**src/rtl/psoc_audio_pkg.sv**
```systemverilog
// Shared audio-path constants and types, used by the I2S capture and playback blocks
// and by the register file.
package psoc_audio_pkg;

    localparam int unsigned SAMPLE_BITS_DEFAULT = 24;

    typedef enum logic {
        StWaitSync = 1'b0,
        StCapture  = 1'b1
    } rx_state_e;

    localparam logic LEFT  = 1'b0;
    localparam logic RIGHT = 1'b1;

endpackage

```
**src/rtl/i2s_rx_if.sv**
```systemverilog
// Stereo frame stream between the I2S receiver and the capture FIFO.
interface i2s_rx_if #(
    parameter int unsigned SAMPLE_BITS = psoc_audio_pkg::SAMPLE_BITS_DEFAULT
);
    logic [2*SAMPLE_BITS-1:0] sample_data;
    logic                     sample_valid;
    logic                     sample_ready;

    modport master (output sample_data, output sample_valid, input sample_ready);
    modport slave  (input sample_data, input sample_valid, output sample_ready);
endinterface

```
**src/rtl/i2s_rx_sync.sv**
```systemverilog
// Synchronizes the three asynchronous I2S pins into clk and flags rising SCLK edges.
module i2s_rx_sync #(
    parameter int unsigned SYNC_STAGES = 2
) (
    input  logic clk,
    input  logic rst_n,
    input  logic i2s_sclk,
    input  logic i2s_lrclk,
    input  logic i2s_sdata,
    output logic sclk_rise,
    output logic lrclk_s,
    output logic sdata_s
);
    logic [SYNC_STAGES-1:0] sclk_q, sclk_d, lr_q, lr_d, sd_q, sd_d;
    logic                   sclk_prev_q, sclk_prev_d;

    always_comb begin
        sclk_d      = {sclk_q[SYNC_STAGES-2:0], i2s_sclk};
        lr_d        = {lr_q[SYNC_STAGES-2:0], i2s_lrclk};
        sd_d        = {sd_q[SYNC_STAGES-2:0], i2s_sdata};
        sclk_prev_d = sclk_q[SYNC_STAGES-1];
    end

    always_ff @(posedge clk or negedge rst_n) begin
        if (!rst_n) begin
            sclk_q      <= '0;
            lr_q        <= '0;
            sd_q        <= '0;
            sclk_prev_q <= 1'b0;
        end else begin
            sclk_q      <= sclk_d;
            lr_q        <= lr_d;
            sd_q        <= sd_d;
            sclk_prev_q <= sclk_prev_d;
        end
    end

    assign sclk_rise = sclk_q[SYNC_STAGES-1] & ~sclk_prev_q;
    assign lrclk_s   = lr_q[SYNC_STAGES-1];
    assign sdata_s   = sd_q[SYNC_STAGES-1];
endmodule

```
**src/rtl/i2s_rx.sv**
```systemverilog
// I2S slave receiver: deserializes left/right words and emits {left,right} frames on a stream.
// Optional peak meters are built when I2S_RX_PEAK_EN is defined.
module i2s_rx
    import psoc_audio_pkg::*;
#(
    parameter int unsigned SAMPLE_BITS = SAMPLE_BITS_DEFAULT,
    parameter int unsigned SYNC_STAGES = 2
) (
    input  logic             clk,
    input  logic             rst_n,
    input  logic             enable,
    input  logic             i2s_sclk,
    input  logic             i2s_lrclk,
    input  logic             i2s_sdata,
    i2s_rx_if.master         out_if,
    output logic             overflow,
    input  logic             ovf_clr
`ifdef I2S_RX_PEAK_EN
    ,
    output logic [SAMPLE_BITS-1:0] peak_l,
    output logic [SAMPLE_BITS-1:0] peak_r,
    input  logic                   peak_clr
`endif
);
    localparam int unsigned CntW = $clog2(SAMPLE_BITS + 1);
    localparam logic [CntW-1:0] CntMax = CntW'(SAMPLE_BITS);

    logic sclk_rise, lrclk_s, sdata_s;

    i2s_rx_sync #(.SYNC_STAGES(SYNC_STAGES)) u_sync (
        .clk      (clk),
        .rst_n    (rst_n),
        .i2s_sclk (i2s_sclk),
        .i2s_lrclk(i2s_lrclk),
        .i2s_sdata(i2s_sdata),
        .sclk_rise(sclk_rise),
        .lrclk_s  (lrclk_s),
        .sdata_s  (sdata_s)
    );

    rx_state_e                state_q, state_d;
    logic                     lr_prev_q, lr_prev_d, lr_seen_q, lr_seen_d;
    logic [CntW-1:0]          bit_cnt_q, bit_cnt_d;
    logic [SAMPLE_BITS-1:0]   word_q, word_d, left_q, left_d, word_ins, msb_bit;
    logic                     left_ok_q, left_ok_d;
    logic [2*SAMPLE_BITS-1:0] data_q, data_d;
    logic                     valid_q, valid_d, ovf_q, ovf_d;
    logic                     boundary, word_close, frame_done;

    // lr_seen gates the first sample after reset so it cannot fake a slot boundary.
    assign boundary = sclk_rise && lr_seen_q && (lrclk_s != lr_prev_q);
    assign msb_bit  = {sdata_s, {(SAMPLE_BITS-1){1'b0}}};

    always_comb begin
        state_d    = state_q;
        lr_prev_d  = lr_prev_q;
        lr_seen_d  = lr_seen_q;
        bit_cnt_d  = bit_cnt_q;
        word_d     = word_q;
        left_d     = left_q;
        left_ok_d  = left_ok_q;
        word_close = 1'b0;
        frame_done = 1'b0;

        // Word including the bit sampled on this edge; bits past SAMPLE_BITS are dropped.
        word_ins = word_q;
        if (bit_cnt_q != CntMax) word_ins = word_q | (msb_bit >> bit_cnt_q);

        if (sclk_rise) begin
            lr_prev_d = lrclk_s;
            lr_seen_d = 1'b1;
        end

        unique case (state_q)
            StWaitSync: begin
                word_d    = '0;
                bit_cnt_d = '0;
                left_ok_d = 1'b0;
                if (enable && boundary) state_d = StCapture;
            end
            StCapture: begin
                if (!enable) begin
                    state_d   = StWaitSync;
                    word_d    = '0;
                    bit_cnt_d = '0;
                    left_ok_d = 1'b0;
                end else if (boundary) begin
                    word_close = 1'b1;
                    word_d     = '0;
                    bit_cnt_d  = '0;
                    if (lr_prev_q == LEFT) begin
                        left_d    = word_ins;
                        left_ok_d = 1'b1;
                    end else begin
                        frame_done = left_ok_q;
                        left_ok_d  = 1'b0;
                    end
                end else if (sclk_rise) begin
                    word_d = word_ins;
                    if (bit_cnt_q != CntMax) bit_cnt_d = bit_cnt_q + 1'b1;
                end
            end
            default: state_d = StWaitSync;
        endcase
    end

    always_comb begin
        data_d  = data_q;
        valid_d = valid_q;
        ovf_d   = ovf_clr ? 1'b0 : ovf_q;
        if (valid_q && out_if.sample_ready) valid_d = 1'b0;
        if (frame_done) begin
            if (valid_q && !out_if.sample_ready) begin
                ovf_d = 1'b1;
            end else begin
                data_d  = {left_q, word_ins};
                valid_d = 1'b1;
            end
        end
    end

    always_ff @(posedge clk or negedge rst_n) begin
        if (!rst_n) begin
            state_q   <= StWaitSync;
            lr_prev_q <= 1'b0;
            lr_seen_q <= 1'b0;
            bit_cnt_q <= '0;
            word_q    <= '0;
            left_q    <= '0;
            left_ok_q <= 1'b0;
            data_q    <= '0;
            valid_q   <= 1'b0;
            ovf_q     <= 1'b0;
        end else begin
            state_q   <= state_d;
            lr_prev_q <= lr_prev_d;
            lr_seen_q <= lr_seen_d;
            bit_cnt_q <= bit_cnt_d;
            word_q    <= word_d;
            left_q    <= left_d;
            left_ok_q <= left_ok_d;
            data_q    <= data_d;
            valid_q   <= valid_d;
            ovf_q     <= ovf_d;
        end
    end

    assign out_if.sample_data  = data_q;
    assign out_if.sample_valid = valid_q;
    assign overflow            = ovf_q;

`ifdef I2S_RX_PEAK_EN
    logic [SAMPLE_BITS:0]   word_sx, word_mag;
    logic [SAMPLE_BITS-1:0] peak_l_q, peak_l_d, peak_r_q, peak_r_d;

    always_comb begin
        // One extra bit so the most negative word has a representable magnitude.
        word_sx  = {word_ins[SAMPLE_BITS-1], word_ins};
        word_mag = word_sx[SAMPLE_BITS] ? (~word_sx + 1'b1) : word_sx;
        peak_l_d = peak_clr ? '0 : peak_l_q;
        peak_r_d = peak_clr ? '0 : peak_r_q;
        if (word_close) begin
            if (lr_prev_q == LEFT) begin
                if (peak_clr || (word_mag[SAMPLE_BITS-1:0] > peak_l_q))
                    peak_l_d = word_mag[SAMPLE_BITS-1:0];
            end else begin
                if (peak_clr || (word_mag[SAMPLE_BITS-1:0] > peak_r_q))
                    peak_r_d = word_mag[SAMPLE_BITS-1:0];
            end
        end
    end

    always_ff @(posedge clk or negedge rst_n) begin
        if (!rst_n) begin
            peak_l_q <= '0;
            peak_r_q <= '0;
        end else begin
            peak_l_q <= peak_l_d;
            peak_r_q <= peak_r_d;
        end
    end

    assign peak_l = peak_l_q;
    assign peak_r = peak_r_q;
`endif
endmodule
```
**src/flat_wrapper.sv**
```systemverilog
// flat-port wrapper written by rule: the top's interface ports become plain ports
module i2s_rx_flat import psoc_audio_pkg::*;
#(
    parameter int unsigned SAMPLE_BITS = SAMPLE_BITS_DEFAULT,
    parameter int unsigned SYNC_STAGES = 2
)
  (clk, rst_n, enable, i2s_sclk, i2s_lrclk, i2s_sdata, overflow, ovf_clr, out_if_sample_data, out_if_sample_valid, out_if_sample_ready);
  i2s_rx_if #(.SAMPLE_BITS(SAMPLE_BITS)) out_if_i ();
  input  logic clk;
  input  logic rst_n;
  input  logic enable;
  input  logic i2s_sclk;
  input  logic i2s_lrclk;
  input  logic i2s_sdata;
  output logic overflow;
  input  logic ovf_clr;
  output wire logic [$bits(out_if_i.sample_data)-1:0] out_if_sample_data;
  output wire logic [$bits(out_if_i.sample_valid)-1:0] out_if_sample_valid;
  input wire logic [$bits(out_if_i.sample_ready)-1:0] out_if_sample_ready;
  assign out_if_sample_data = out_if_i.sample_data;
  assign out_if_sample_valid = out_if_i.sample_valid;
  assign out_if_i.sample_ready = out_if_sample_ready;
  i2s_rx #(.SAMPLE_BITS(SAMPLE_BITS), .SYNC_STAGES(SYNC_STAGES)) u_core (.clk(clk), .rst_n(rst_n), .enable(enable), .i2s_sclk(i2s_sclk), .i2s_lrclk(i2s_lrclk), .i2s_sdata(i2s_sdata), .out_if(out_if_i), .overflow(overflow), .ovf_clr(ovf_clr));
endmodule
```
**config.mk**
```make
export PLATFORM = sky130hd
export DESIGN_NAME = i2s_rx_flat
export DESIGN_NICKNAME = d
export VERILOG_FILES = /design/src/rtl/psoc_audio_pkg.sv /design/src/rtl/i2s_rx_if.sv /design/src/rtl/i2s_rx_sync.sv /design/src/rtl/i2s_rx.sv /design/src/flat_wrapper.sv
export SDC_FILE = /design/constraint.sdc
export NUM_CORES = 1
export LEC_CHECK = 0
export ABC_AREA = 1
export ABC_CLOCK_PERIOD_IN_PS = 1580
export BUFFER_PORTS_ARGS = -buffer_cell sky130_fd_sc_hd__buf_2
export CAP_MARGIN = 20
export CELL_PAD_IN_SITES_DETAIL_PLACEMENT = 1
export CELL_PAD_IN_SITES_GLOBAL_PLACEMENT = 2
export CORE_MARGIN = 10
export CORE_UTILIZATION = 35
export DETAILED_ROUTE_END_ITERATION = 8
export PLACE_DENSITY_LB_ADDON = 0.1
export SLEW_MARGIN = 10
export SYNTH_ARGS = -nofsm -noshare
export SYNTH_HDL_FRONTEND = slang
export SYNTH_SLANG_ARGS = --single-unit
```
**constraint.sdc**
```tcl
create_clock -name clk -period 1.58 [get_ports clk]
set_input_delay 0.158 -clock clk [delete_from_list [all_inputs] [get_ports clk]]
set_output_delay 0.158 -clock clk [all_outputs]
set_load 0.01 [all_outputs]
```
# After elaboration in Yosys (flattened, before gate mapping)
# Cells that the tools add are included.
# W data, S select, Z words.
[totals]
out_inout_bits = 50
ram_bits = 0
elab_cells = 63
in_bits = 8
romBits = 0
mem_count = 0
reg_bits = 114
latch_bits = 0
[op_classes]
shifts = 1
addsub = 1
n_mux = 27
n_lt_le_gt_ge = 0
bitwise = 6
eq_ne = 5
reduce_logical = 9
mul = 0
div_mod_pow = 0
[op_table]
columns = ["cell", "n"]
rows = [
  ["$mux W24", 4],
  ["$pmux W24 S2", 1],
  ["$or A24 B24 Y24", 1],
  ["$shr A24 B5 Y24", 1],
  ["$mux W5", 4],
  ["$mux W1", 15],
  ["$pmux W5 S2", 1],
  ["$add A5 B1 Y5 const B", 1],
  ["$logic_and A1 B1 Y1", 5],
  ["$ne A5 B5 Y1 const B", 1],
  ["$ne A4 B3 Y1 const B", 1],
  ["$ne A4 B4 Y1 const B", 1],
  ["$not A1 Y1", 4],
  ["$pmux W1 S2", 2],
  ["$reduce_and A2 Y1", 2],
  ["$reduce_and A4 Y1", 1],
  ["$ne A3 B3 Y1 const B", 1],
  ["$and A1 B1 Y1", 1],
  ["$logic_not A1 Y1", 1],
  ["$ne A1 B1 Y1", 1],
]

# Longest topological paths before layout
[logic_depth]
ltp_word = 8
depth_mapped = 9
ltp_nobuf = 9

# Hierarchy
# From an unflattened synthesis, not the netlist that was laid out.
[hier_totals]
cells_unflattened = 559
area_unflattened_um2 = 4867.2
[by_module_without_submodules]
columns = ["module", "n_inst", "seq_area_each_um2", "cells_per_inst", "area_per_inst_um2"]
rows = [
  ["i2s_rx", 1, 2677.6, 550, 4682.0],
  ["i2s_rx_sync", 1, 175.2, 9, 185.2],
]

# Worst setup path after synthesis
# No wires, ideal clock.
[synth_timing]
path_kind = "flip-flop to flip-flop"
startpoint = "register u_core.state_q"
endpoint = "register u_core.left_q[19]"
required_ns = 1.464
period_less_slack_ns = 1.330
t_arrival_ns = 1.213
path_slack_ns = 0.250
path_buffers = 1
setup_time_ns = 0.116
stages_incl_launch_ff = 8
cell_sequence = "dfrtp_1 nand2_1 clkinv_1 nand4_4 inv_2 buf_6 nand2_1 nand2_1"
[synth_via]
elab_chain_cells = 1
[synth_lines]
columns = ["item", "line_no", "source"]
rows = [
  ["from (decl)", "i2s_rx.sv:41", "rx_state_e state_q, state_d;"],
  ["from (signal assigned)", "i2s_rx.sv:124", "state_q <= StWaitSync;"],
  ["from (signal assigned)", "i2s_rx.sv:135", "state_q <= state_d;"],
  ["$reduce_and A4 Y1 (no source line)", "n/a", ""],
  ["to (signal assigned)", "i2s_rx.sv:140", "left_q <= left_d;"],
  ["to (decl)", "i2s_rx.sv:44", "logic [SAMPLE_BITS-1:0] word_q, word_d, left_q, left_d, word_ins, msb_bit;"],
]
# Every way passes these cells.
# A chain may end at the register's enable or synchronous reset.

# Final worst setup path
[layout_timing]
startpoint = "register u_core.lr_prev_q"
endpoint = "register u_core.data_q[4] (netlist: u_core.out_if.sample_data[4])"
[layout_via]
elab_chain_cells = 6
word_cells_on_any_way = 7
cone_classes = "eq/ne: 1; mux: 4; reduce/logical: 2"
[layout_lines]
columns = ["item", "line_no", "source"]
rows = [
  ["from (decl)", "i2s_rx.sv:42", "logic lr_prev_q, lr_prev_d, lr_seen_q, lr_seen_d;"],
  ["from (signal assigned)", "i2s_rx.sv:136", "lr_prev_q <= lr_prev_d;"],
  ["$ne A1 B1 Y1", "i2s_rx.sv:51", "assign boundary = sclk_rise && lr_seen_q && (lrclk_s != lr_prev_q);"],
  ["$logic_and A1 B1 Y1", "i2s_rx.sv:51", ""],
  ["$mux W1 *", "i2s_rx.sv:87", "end else if (boundary) begin"],
  ["$mux W1 *", "i2s_rx.sv:82", "if (!enable) begin"],
  ["$mux W1 *", "i2s_rx.sv:74", "unique case (state_q)"],
  ["$reduce_and A2 Y1 (no source line) *", "n/a", ""],
  ["to (signal assigned)", "i2s_rx.sv:142", "data_q <= data_d;"],
  ["to (decl)", "i2s_rx.sv:46", "logic [2*SAMPLE_BITS-1:0] data_q, data_d;"],
]
# Every way passes the cells marked *; elsewhere a longest branch is shown, timed or not.

==> flow_summary.json <==
{
  "clock_sinks": 114,
  "fp.dieH_um": 139,
  "cp.arrival_ns": 1.89,
  "critPathCaptureType": "flip-flop",
  "max-slew-margin-rel_pct": 56.8,
  "wl_um": 14100,
  "coreArea_um2": 13800,
  "critPathSlowestCell": "dfrtp_2",
  "path_common_cell": "nand2_1",
  "synth_nets": 597,
  "cts_buffer_depth": 2,
  "cts_max_level": 4,
  "drtIter0Drc": 240,
  "cts_tree": "built",
  "critPathLaunch": "u_core.lr_prev_q$_DFFE_PN0N_",
  "die_w_um": 139,
  "worst_ep_required_time_ns": 1.93,
  "r2r_cells": 9,
  "drtAntennaViolNets": 0,
  "final_layout_size_suffix_gt1_share_pct": 21.9,
  "area_growth_pct": 27.5,
  "crit_path_max_fanout": 6,
  "ys_warn_count": 0,
  "cap_violations": 0,
  "synth_area_per_cell_um2": 8.41,
  "p_leak_nw": 3.44,
  "row_count": 43,
  "drc": 0,
  "ys_seq_area_share_pct": 57.8,
  "hpwl_um": 9130,
  "path_clk_slew_ns": 0.05,
  "cts_buffers": 17,
  "drt-wirelength-per-cell_um": 16.2,
  "critPathKind": "flip-flop to flip-flop",
  "clock_skew_ns": 0.00806,
  "yosysUniqueCellTypes": 29,
  "status": "finished clean",
  "crit_chain": "inv_2, nand2_1, nand2_2, nand3_4, nor2_4, buf_4, clkbuf_16, nand2_1, nand2_1",
  "grt_start_max_net_pins": 115,
  "antenna_found_initial": 0,
  "fmax_ghz": 0.649,
  "slowest_delay_ns": 0.44,
  "fin_crit_ns": 1.54,
  "fin_total_pwr_mw": 7.04,
  "grt.total_usage_pct": 14.4,
  "post-route-period-util_pct": 97.5,
  "io_buffers": 57,
  "startpoint_type": "flip-flop",
  "io_pins": 58,
  "reg2reg_from": "u_core.lr_prev_q$_DFFE_PN0N_",
  "postSynthCellCount": 587,
  "final_core_util_pct": 45.5,
  "gp_congestion": 0.751,
  "vias": 4059,
  "firstDrtPassIters": 5,
  "holdCritPathClass": "input pin to flip-flop",
  "ys_ff_latch": 114,
  "cts-root-buf": "clkbuf_16",
  "grt_pass1_vias": 4346,
  "fin_nets": 686,
  "initial_core_util_pct": 35.7,
  "syn_area_um2": 4930,
  "vdd.ir_drop.worst_mv": 0.587,
  "insertion_delay_ns": 0.42,
  "crit_end": "u_core.out_if.sample_data[4]$_DFFE_PN0P_",
  "worst_pin_slew_ns": 0.648,
  "rsz0062_at_grt": "true",
  "finalHoldViolations": 0,
  "die_area_um2": 19200,
  "slew_violations": 0,
  "setup_viol": 0,
  "r2r-end": "u_core.out_if.sample_data[4]$_DFFE_PN0P_",
  "diodes": 0,
  "grt_pass1_wl_um": 22600,
  "overflow": 0,
  "power_density_nw_per_um2": 1120,
  "viasPerCell": 4.67,
  "reg2reg_setup_slack_ns": 0.04
}
[cells by family after synthesis]
group / share of synthesized area, %
compound gates: 2.49
fa+ha+maj: 0.507
simple gates: 31.6
buf+inv: 7.63
flops: 57.8
[per-layer routing]
metal | share of wire, % | global-route usage (%) | up-vias
met1 | 46 | 18.1 | 2013
met3 | 4.0 | 3.97 | 12
met2 | 49 | 23.3 | 65
met5 | 0 | 0 | -
li1 | - | - | 1969
met4 | 0.97 | 4.94 | 0
[power breakdown]
group | leakage [nW] | internal (mW) | switching, mW
Sequential | 1.57 | 2.94 | 0.0159
Clock | 0.286 | 2.55 | 1.32
Combinational | 1.59 | 0.0615 | 0.146
Total | 3.44 | 5.55 | 1.49
[stage by stage]
stage                     setup WS (ns)  setup TNS (ns)  cell area [µm²]  hold slack [ns]  std cells
final                            0.0396               0             6290           0.0958        869
after global routing            -0.0329          -0.477             6290            0.130        869
after CTS                        0.0671               0             6140           0.0812        860
after detailed placement          0.101               0             5480            0.268        822
after global placement            0.128               0             5480            0.266        822
after floorplan                   0.250               0             4930           -0.138        587
[registers in the layout (all words and copies together), names as in the netlist, 2 cells and up]
name,flops
u_core.u_sync.sd_q,2
u_core.u_sync.lr_q,2
u_core.word_q,24
u_core.out_if.sample_data,48
u_core.bit_cnt_q,5
u_core.u_sync.sclk_q,2
u_core.left_q,24
[worst min path at each step]
stage / startpoint / endpoint / slack [ns] / depth (start not counted)
2_1_floorplan: rst_n / u_core.bit_cnt_q[0]$_DFFE_PN0P_ / -0.14 / 0
3_3_place_gp: i2s_sdata / u_core.u_sync.sd_q[0]$_DFF_PN0_ / 0.27 / 1
3_5_place_dp: i2s_lrclk / u_core.u_sync.lr_q[0]$_DFF_PN0_ / 0.27 / 1
4_1_cts: out_if_sample_ready / u_core.out_if.sample_valid$_DFF_PN0_ / 0.08 / 4
5_1_grt: out_if_sample_ready / u_core.out_if.sample_valid$_DFF_PN0_ / 0.13 / 4
6_report: out_if_sample_ready / u_core.out_if.sample_valid$_DFF_PN0_ / 0.1 / 4
[worst max-delay path, delay by kind of cell (launching register included)]
kind | cells | cell delay, ns
buf+inv | 3 | 0.39
flops | 1 | 0.44
simple gates | 6 | 0.63
[placed cells by master, fill, tap and decap left out, types with 2 or more instances in the layout]
master,Yosys,routed
nand4_1,10,10
buf_6,8,2
a21oi_1,8,8
o211ai_1,3,3
clkinv_2,0,4
inv_1,50,49
nor2_1,30,28
nand3_1,23,22
o21ai_0,8,8
buf_4,2,21
nand3_2,1,2
nand2_1,283,281
buf_12,0,4
nor2_4,3,4
dfrtp_1,114,112
clkbuf_8,0,2
clkbuf_16,0,20
clkbuf_1,6,3
nand2_2,14,16
inv_2,5,5
ha_1,2,2
clkinvlp_4,0,3
nor3_1,2,2
bufinv_16,0,3
dlygate4sd3_1,0,6
nor2_2,2,3
buf_2,4,56
dfrtp_2,0,2
[Yosys cell counts (all sizes together)]
library cell | n | area (µm²)
o22ai | 1 | 6.26
o211ai | 3 | 22.5
nand2 | 297 | 1150
nor2 | 35 | 159
clkinv | 1 | 3.75
nand4 | 11 | 83.8
buf | 16 | 144
ha | 2 | 25.0
nand3 | 25 | 143
o21bai | 1 | 7.51
a31oi | 1 | 6.26
inv | 55 | 206
dfrtp | 114 | 2850
nor3b | 1 | 12.5
a21oi | 8 | 40.0
clkbuf | 6 | 22.5
o21ai | 8 | 40.0
nor3 | 2 | 10.0
[what timing repair did]
action / in CTS / in global routing
hold endpoints to repair: 119 / 0
buffers inserted: 0 / 6
hold buffers: 6 / 0
setup endpoints to repair: 0 / 16
resized for setup: 0 / 13
[area by class of cell]
type	count	area (µm²)
Timing Repair Buffer	92	676
Clock buffer	22	464
Inverter	56	213
Clock inverter	10	133
Tap cell	180	225
Multi-Input combinational cell	395	1730
Fill cell	1672	7540
Sequential cell	114	2860
Power figures use the tool's default switching activity.
